## config.mk

```make
export PLATFORM = sky130hd
export DESIGN_NAME = if_fetch_unit
export DESIGN_NICKNAME = d
export VERILOG_FILES = /design/src/rtl/mips_pkg.sv /design/src/rtl/if_hold_buf.sv /design/src/rtl/if_fetch_unit.sv
export SDC_FILE = /design/constraint.sdc
export NUM_CORES = 1
export LEC_CHECK = 0
export CORE_ASPECT_RATIO = 1.5
export CORE_MARGIN = 1.5
export CORE_UTILIZATION = 44
export DETAILED_ROUTE_END_ITERATION = 7
export PLACE_DENSITY = 0.95
export SETUP_SLACK_MARGIN = 0.05
export SLEW_MARGIN = 20
export SYNTH_ARGS = -nofsm -noshare
export SYNTH_HDL_FRONTEND = slang
export SYNTH_SLANG_ARGS = --single-unit
export TNS_END_PERCENT = 50
```

## constraint.sdc

```tcl
create_clock -name clock -period 5.71 [get_ports clock]
set_input_delay 1.142 -clock clock [delete_from_list [all_inputs] [get_ports clock]]
set_output_delay 1.142 -clock clock [all_outputs]
set_load 0.01 [all_outputs]
```

## src/rtl/mips_pkg.sv

```systemverilog
// Shared fetch-stage types and constants for the MIPS pipeline slice.
package mips_pkg;

  localparam int INSTR_W = 32;
  localparam logic [INSTR_W-1:0] NOP = '0;

  typedef enum logic [1:0] {
    FETCH = 2'd0,
    DRAIN = 2'd1,
    HOLD  = 2'd2
  } fetch_state_t;

endpackage

```

## src/rtl/if_hold_buf.sv

```systemverilog
// 32-bit instruction capture register with load and clear, used to park a
// fetched instruction while the pipeline is stalled.
module if_hold_buf
  import mips_pkg::*;
(
  input  logic               clock,
  input  logic               reset,
  input  logic               i_load,
  input  logic               i_clear,
  input  logic [INSTR_W-1:0] i_data,
  output logic [INSTR_W-1:0] o_data
);

  logic [INSTR_W-1:0] r_data;

  always_ff @(posedge clock or posedge reset) begin
    if (reset) begin
      r_data <= '0;
    end else if (i_clear) begin
      r_data <= '0;
    end else if (i_load) begin
      r_data <= i_data;
    end
  end

  assign o_data = r_data;

endmodule

```

## src/rtl/if_fetch_unit.sv

```systemverilog
// Instruction fetch unit: PC register, redirect handling and drain of stale
// memory accesses. Define FETCH_BUFFER_EN to add the stall hold buffer (HOLD).
module if_fetch_unit
  import mips_pkg::*;
#(
  parameter logic [31:0] RESET_PC = 32'h0000_0000
) (
  input  logic               clock,
  input  logic               reset,
  input  logic               PC_Write,
  input  logic               BRANCH_TAKEN,
  input  logic [31:0]        BRANCH_TARGET,
  input  logic               JUMP,
  input  logic [31:0]        JUMP_TARGET,
  output logic               imem_req,
  output logic [31:0]        imem_addr,
  input  logic               imem_ready,
  input  logic [INSTR_W-1:0] imem_rdata,
  output logic [INSTR_W-1:0] IF_INSTR,
  output logic [31:0]        IF_PC,
  output logic [31:0]        IF_PCP4,
  output logic               IF_VALID,
  output logic               IF_FLUSH
);

  fetch_state_t r_state, w_state_next;
  logic [31:0]  r_pc, w_pc_next;
  logic [31:0]  r_req_addr, w_req_addr_next;
  logic         w_redirect;
  logic [31:0]  w_target;
  logic         w_flush;

  assign w_redirect = BRANCH_TAKEN | JUMP;
  assign w_target   = BRANCH_TAKEN ? BRANCH_TARGET : JUMP_TARGET;

`ifdef FETCH_BUFFER_EN
  logic               w_buf_load;
  logic               w_buf_clear;
  logic [INSTR_W-1:0] w_buf_data;

  if_hold_buf u_hold_buf (
    .clock   (clock),
    .reset   (reset),
    .i_load  (w_buf_load),
    .i_clear (w_buf_clear),
    .i_data  (imem_rdata),
    .o_data  (w_buf_data)
  );
`endif

  always_ff @(posedge clock or posedge reset) begin
    if (reset) begin
      r_state    <= FETCH;
      r_pc       <= RESET_PC;
      r_req_addr <= '0;
    end else begin
      r_state    <= w_state_next;
      r_pc       <= w_pc_next;
      r_req_addr <= w_req_addr_next;
    end
  end

  always_comb begin
    w_state_next    = r_state;
    w_pc_next       = r_pc;
    w_req_addr_next = r_req_addr;
    imem_req        = 1'b1;
    imem_addr       = r_pc;
    IF_PC           = r_pc;
    IF_VALID        = 1'b0;
    IF_INSTR        = NOP;
    w_flush         = 1'b0;
`ifdef FETCH_BUFFER_EN
    w_buf_load      = 1'b0;
    w_buf_clear     = 1'b0;
`endif
    case (r_state)
      FETCH: begin
        IF_VALID = imem_ready & ~w_redirect;
        if (IF_VALID) IF_INSTR = imem_rdata;
        if (w_redirect) begin
          w_flush   = 1'b1;
          w_pc_next = w_target;
          // The in-flight access cannot be cancelled; remember it and wait it out.
          if (!imem_ready) begin
            w_req_addr_next = r_pc;
            w_state_next    = DRAIN;
          end
        end else if (imem_ready) begin
          if (PC_Write) begin
            w_pc_next = r_pc + 32'd4;
          end
`ifdef FETCH_BUFFER_EN
          else begin
            w_buf_load   = 1'b1;
            w_state_next = HOLD;
          end
`endif
        end
      end
      DRAIN: begin
        imem_addr = r_req_addr;
        if (w_redirect) w_pc_next = w_target;
        if (imem_ready) w_state_next = FETCH;
      end
`ifdef FETCH_BUFFER_EN
      HOLD: begin
        imem_req = 1'b0;
        IF_VALID = ~w_redirect;
        if (IF_VALID) IF_INSTR = w_buf_data;
        if (w_redirect) begin
          w_flush      = 1'b1;
          w_pc_next    = w_target;
          w_buf_clear  = 1'b1;
          w_state_next = FETCH;
        end else if (PC_Write) begin
          w_pc_next    = r_pc + 32'd4;
          w_buf_clear  = 1'b1;
          w_state_next = FETCH;
        end
      end
`endif
      default: w_state_next = FETCH;
    endcase
  end

  assign IF_FLUSH = w_flush & ~reset;
  assign IF_PCP4  = IF_PC + 32'd4;

endmodule
```

Word-level counts from Yosys, hierarchy flattened
Cells that the tools add are included.
Widths: inputs -> output; s select.
{ "classes": {"n_addsub": 1, "mul": 0, "div_mod_pow": 0, "magnitude_cmp": 0, "eq_ne": 7, "shifts": 0, "n_mux": 16, "n_bitwise": 6, "reduce_logical": 5} }
{ "op_table": {"columns": ["op", "n"], "rows": [
  ["$mux 32", 8],
  ["$pmux 32 s2", 1],
  ["$add 32x3->32 const B", 1],
  ["$ne 2x2->1 const B", 4],
  ["$mux 2", 3],
  ["$ne 3x3->1 const B", 2],
  ["$reduce_and 3->1", 2],
  ["$pmux 2 s2", 1],
  ["$reduce_and 4->1", 1],
  ["$mux 1", 3],
  ["$not 1->1", 3],
  ["$and 1x1->1", 2],
  ["$eq 2x1->1 const B", 1],
  ["$logic_not 2->1", 1],
  ["$reduce_bool 2->1", 1],
  ["$or 1x1->1", 1]
]} }
{ "totals": {"ff_bits": 66, "latch_bits": 0, "mem_bits_rw": 0, "romBits": 0, "output_inout_bits": 131, "word_cells": 38, "memories": 0} }

Logic depth before layout (Yosys ltp)
{ "depth": {"depth_word": 5, "depth_mapped": 7} }

Worst setup path after synthesis
No wires, ideal clock.
{ "synth_path": {"path_kind": "input to output", "start": "input port BRANCH_TAKEN", "end": "output port IF_INSTR[24]", "arrival_ns": 2.582, "path_slack_ns": 1.986, "path_stages": 6, "cell_sequence": "clkbuf_1 -> or2_2 -> nor2_1 -> clkbuf_1 -> clkbuf_1 -> and3_1"} }
{ "synth_between": {"elab_chain_len": 5} }
{ "synth_lines": {"columns": ["element", "line", "rtl"], "rows": [
  ["start, declared", "if_fetch_unit.sv:11", "input logic BRANCH_TAKEN,"],
  ["$or 1x1->1", "if_fetch_unit.sv:33", "assign w_redirect = BRANCH_TAKEN | JUMP;"],
  ["$not 1->1", "if_fetch_unit.sv:79", "IF_VALID = imem_ready & ~w_redirect;"],
  ["$and 1x1->1", "if_fetch_unit.sv:79", null],
  ["$mux 32", "if_fetch_unit.sv:80", "if (IF_VALID) IF_INSTR = imem_rdata;"],
  ["$mux 32", "if_fetch_unit.sv:77", "case (r_state)"],
  ["end, declared", "if_fetch_unit.sv:19", "output logic [INSTR_W-1:0] IF_INSTR,"]
]} }
No other way between the ends.

Final worst setup path
{ "layout_path": {"start": "input port JUMP", "end": "output port IF_INSTR[28]"} }
{ "layout_between": {"elab_chain_len": 5} }
{ "layout_lines": {"columns": ["element", "line", "rtl"], "rows": [
  ["start, declared", "if_fetch_unit.sv:13", "input logic JUMP,"],
  ["$or 1x1->1", "if_fetch_unit.sv:33", null],
  ["$not 1->1", "if_fetch_unit.sv:79", null],
  ["$and 1x1->1", "if_fetch_unit.sv:79", null],
  ["$mux 32", "if_fetch_unit.sv:80", null],
  ["$mux 32", "if_fetch_unit.sv:77", null]
]} }
No other way between the ends.

==> impl_metrics.json <==
{
  "core_um2": 9800,
  "timing.critical_path.mode_cell": "clkdlybuf4s50_1",
  "slowest_delay_ns": 0.62,
  "cts_made_buffers": 9,
  "combPwrFrac_pct": 33.7,
  "ir_drop_uv": 148,
  "finalWirelength_um": 17200,
  "synth.avg_cell_area_um2": 9.49,
  "cp_top_family": "simple AND/OR/NAND/NOR gates",
  "clk_pin_slew_worst_paths_ns": 0.06,
  "fmax_mhz": 209,
  "final_util_pct": 72.7,
  "ant_nets": 0,
  "p_switching_w": 0.000568,
  "clock_sinks": 65,
  "cap_violations": 0,
  "drt_iter0_markers": 275,
  "grt_pass1_vias": 4957,
  "dr.pass1.iters": 8,
  "yosys_warnings": 0,
  "root_buffer": "clkbuf_16",
  "min_path_type": "register to register",
  "die_area_um2": 10800,
  "hold_viol_final": 0,
  "timing.slew.headroom_pct": 33.4,
  "die_w_um": 85.3,
  "crit_fanout": 41,
  "rsz0062_at_grt": "false",
  "final-max-slew-violation-count": 0,
  "cts.repair.resized": 0,
  "drive_gt1_share_pct": 16.1,
  "gr-total-overflow": 0,
  "port_buffers": 231,
  "grt_first_pass_wirelength_um": 26300,
  "tightest_slew_ns": 0.995,
  "path_cells": "clkdlybuf4s50_1 > or2_2 > nor2_4 > and3_1 > clkdlybuf4s50_1",
  "grtUsageTotal_pct": 32.1,
  "antenna_found_initial": 1,
  "ctsLongestPathBuffers": 2,
  "violations": "DRC",
  "grt_max_degree": 66,
  "cp.buffers_inverters": 2,
  "skew_ns": 0.00677,
  "netlist_area_um2": 4470,
  "vias": 4753,
  "drc": 13,
  "io_pins": 233,
  "die_height_um": 126,
  "clk_latency_ns": 0.34,
  "power.internal_w": 0.00133,
  "finalSetupViolCount": 0,
  "most-common-layout-cells": "clkdlybuf4s50_1, mux2_2, dfrtp_1, and3_1, nand2_1",
  "ys_types": 46,
  "wl_per_cell_um": 21.6,
  "synthCells": 471,
  "initial_core_util_pct": 45.6,
  "endpoint_kind": "primary output",
  "syn2layout_area_growth_pct": 59.4,
  "worstSetupPathType": "input pin to primary output",
  "start_kind": "input pin",
  "p_leak_nw": 2.89,
  "status": "complete, but fails checks",
  "arrival_ns": 3.64,
  "rows": 44,
  "fin_crit_sh_pct": 83.7,
  "cts_tree": "done",
  "switching_share_pct": 30.0,
  "synth-main-ff-cell": "dfrtp_1",
  "period_needed_ns": 4.78,
  "pwr-share-seq_pct": 34.1,
  "worst_ep_required_time_ns": 4.57,
  "place_hpwl_um": 12600,
  "syn_nets": 574,
  "powerDensity_nw_per_um2": 266,
  "nets": 777,
  "viasPerCell": 5.98,
  "ys_seq_area_share_pct": 36.4,
  "routabilityCongestion": 0.933,
  "htreeDepth": 3,
  "crit_slowest_cell": "nor2_4",
  "cts_hold_buf": 0,
  "ys_ff_latch": 65,
  "final_common_cell": "clkdlybuf4s50_1",
  "synthArstFlopShare_pct": 100,
  "post_cts_buffers": 0,
  "clockPowerShare_pct": 32.2,
  "fin_setup_tns_ns": 0,
  "synth_edf_count": 0
}
==> routing by layer <==
metal,global-route usage [%],up-vias,part of all wire (%)
met5,0,-,0
met4,18.2,0,3.5
met3,7.94,44,9.7
met2,55.8,321,52
met1,35.3,2273,35
li1,-,2115,-
==> final timing paths <==
| path | startpoint | to | slack, ns | cells past startpoint |
|---|---|---|---|---|
| min | r_req_addr[4] | r_req_addr[4] | 0.50 | 1 |
| max in group asynchronous | reset | r_state[0] | 3.64 | 3 |
| min in group asynchronous | reset | r_req_addr[3] | 1.44 | 3 |
| max reg2reg | r_state[0] | IF_PC[15] | 2.85 | 4 |
| min reg2reg | r_req_addr[4] | r_req_addr[4] | 0.50 | 1 |
| max | JUMP | IF_INSTR[28] | 0.93 | 5 |
==> logic make-up (layout without fill, tap and decap cells) <==
kind of cell               count (synthesis)  in the layout  synth area share (%)
adders and majority gates                  1              1                 0.280
AOI/OAI and AO/OA                         80             80                  11.9
muxes                                     76             76                  18.9
other                                      1              2                0.0839
buffers and inverters                     54            262                  5.21
xor gates and xnor gates                  34             34                  6.66
and+or+nand+nor                          160            160                  20.6
DFF                                       65             65                  36.4
==> Yosys cell counts, types with 9 or more instances <==
master	number	area, um2
a211oi_1	10	75.1
a21oi_1	19	95.1
and3_1	43	269
buf_2	9	45.0
clkbuf_1	31	116
dfrtp_1	65	1630
mux2_2	68	766
nand2_1	26	97.6
nand3_1	16	80.1
nor2_1	19	71.3
nor2b_1	9	56.3
nor3_1	14	70.1
o21ai_0	13	65.1
o22ai_1	15	93.8
xnor2_1	18	158
xor2_1	16	140
==> final cells by class <==
| type | count | area (um2) |
|---|---|---|
| Timing Repair Buffer | 240 | 2370 |
| Clock inverter | 6 | 90.1 |
| Antenna cell | 1 | 2.50 |
| Inverter | 6 | 22.5 |
| Tap cell | 115 | 144 |
| Fill cell | 669 | 2670 |
| Sequential cell | 65 | 1630 |
| Multi-Input combinational cell | 352 | 2630 |
| Clock buffer | 10 | 239 |
==> power groups by stage <==
stage | registers (W) | logic, W | clock network [W]
3_5_place_dp | 0.000650 | 0.000634 | 0
4_1_cts | 0.000643 | 0.000639 | 0.000614
2_1_floorplan | 0.000613 | 0.000314 | 0
6_report | 0.000646 | 0.000638 | 0.000609
5_1_grt | 0.000660 | 0.000674 | 0.000635
3_3_place_gp | 0.000642 | 0.000617 | 0
==> sequential cells by signal, indices dropped and copies added (netlist names) <==
signal	flops
r_req_addr	32
IF_PC	32
r_state	1
==> per-stage QoR <==
step / instances / worst slack [ns] / instance area [um2] / hold slack (ns) / total power [W]
after CTS: 794 / 0.937 / 7120 / 0.503 / 0.00190
after floorplan: 471 / 1.99 / 4470 / 0.475 / 0.000927
final: 795 / 0.930 / 7130 / 0.502 / 0.00189
after global placement: 778 / 1.07 / 6800 / 0.484 / 0.00126
after detailed placement: 778 / 0.936 / 6800 / 0.490 / 0.00128
after global routing: 795 / 0.785 / 7130 / 0.514 / 0.00197
No activity file was read; power rests on OpenSTA's default activity.
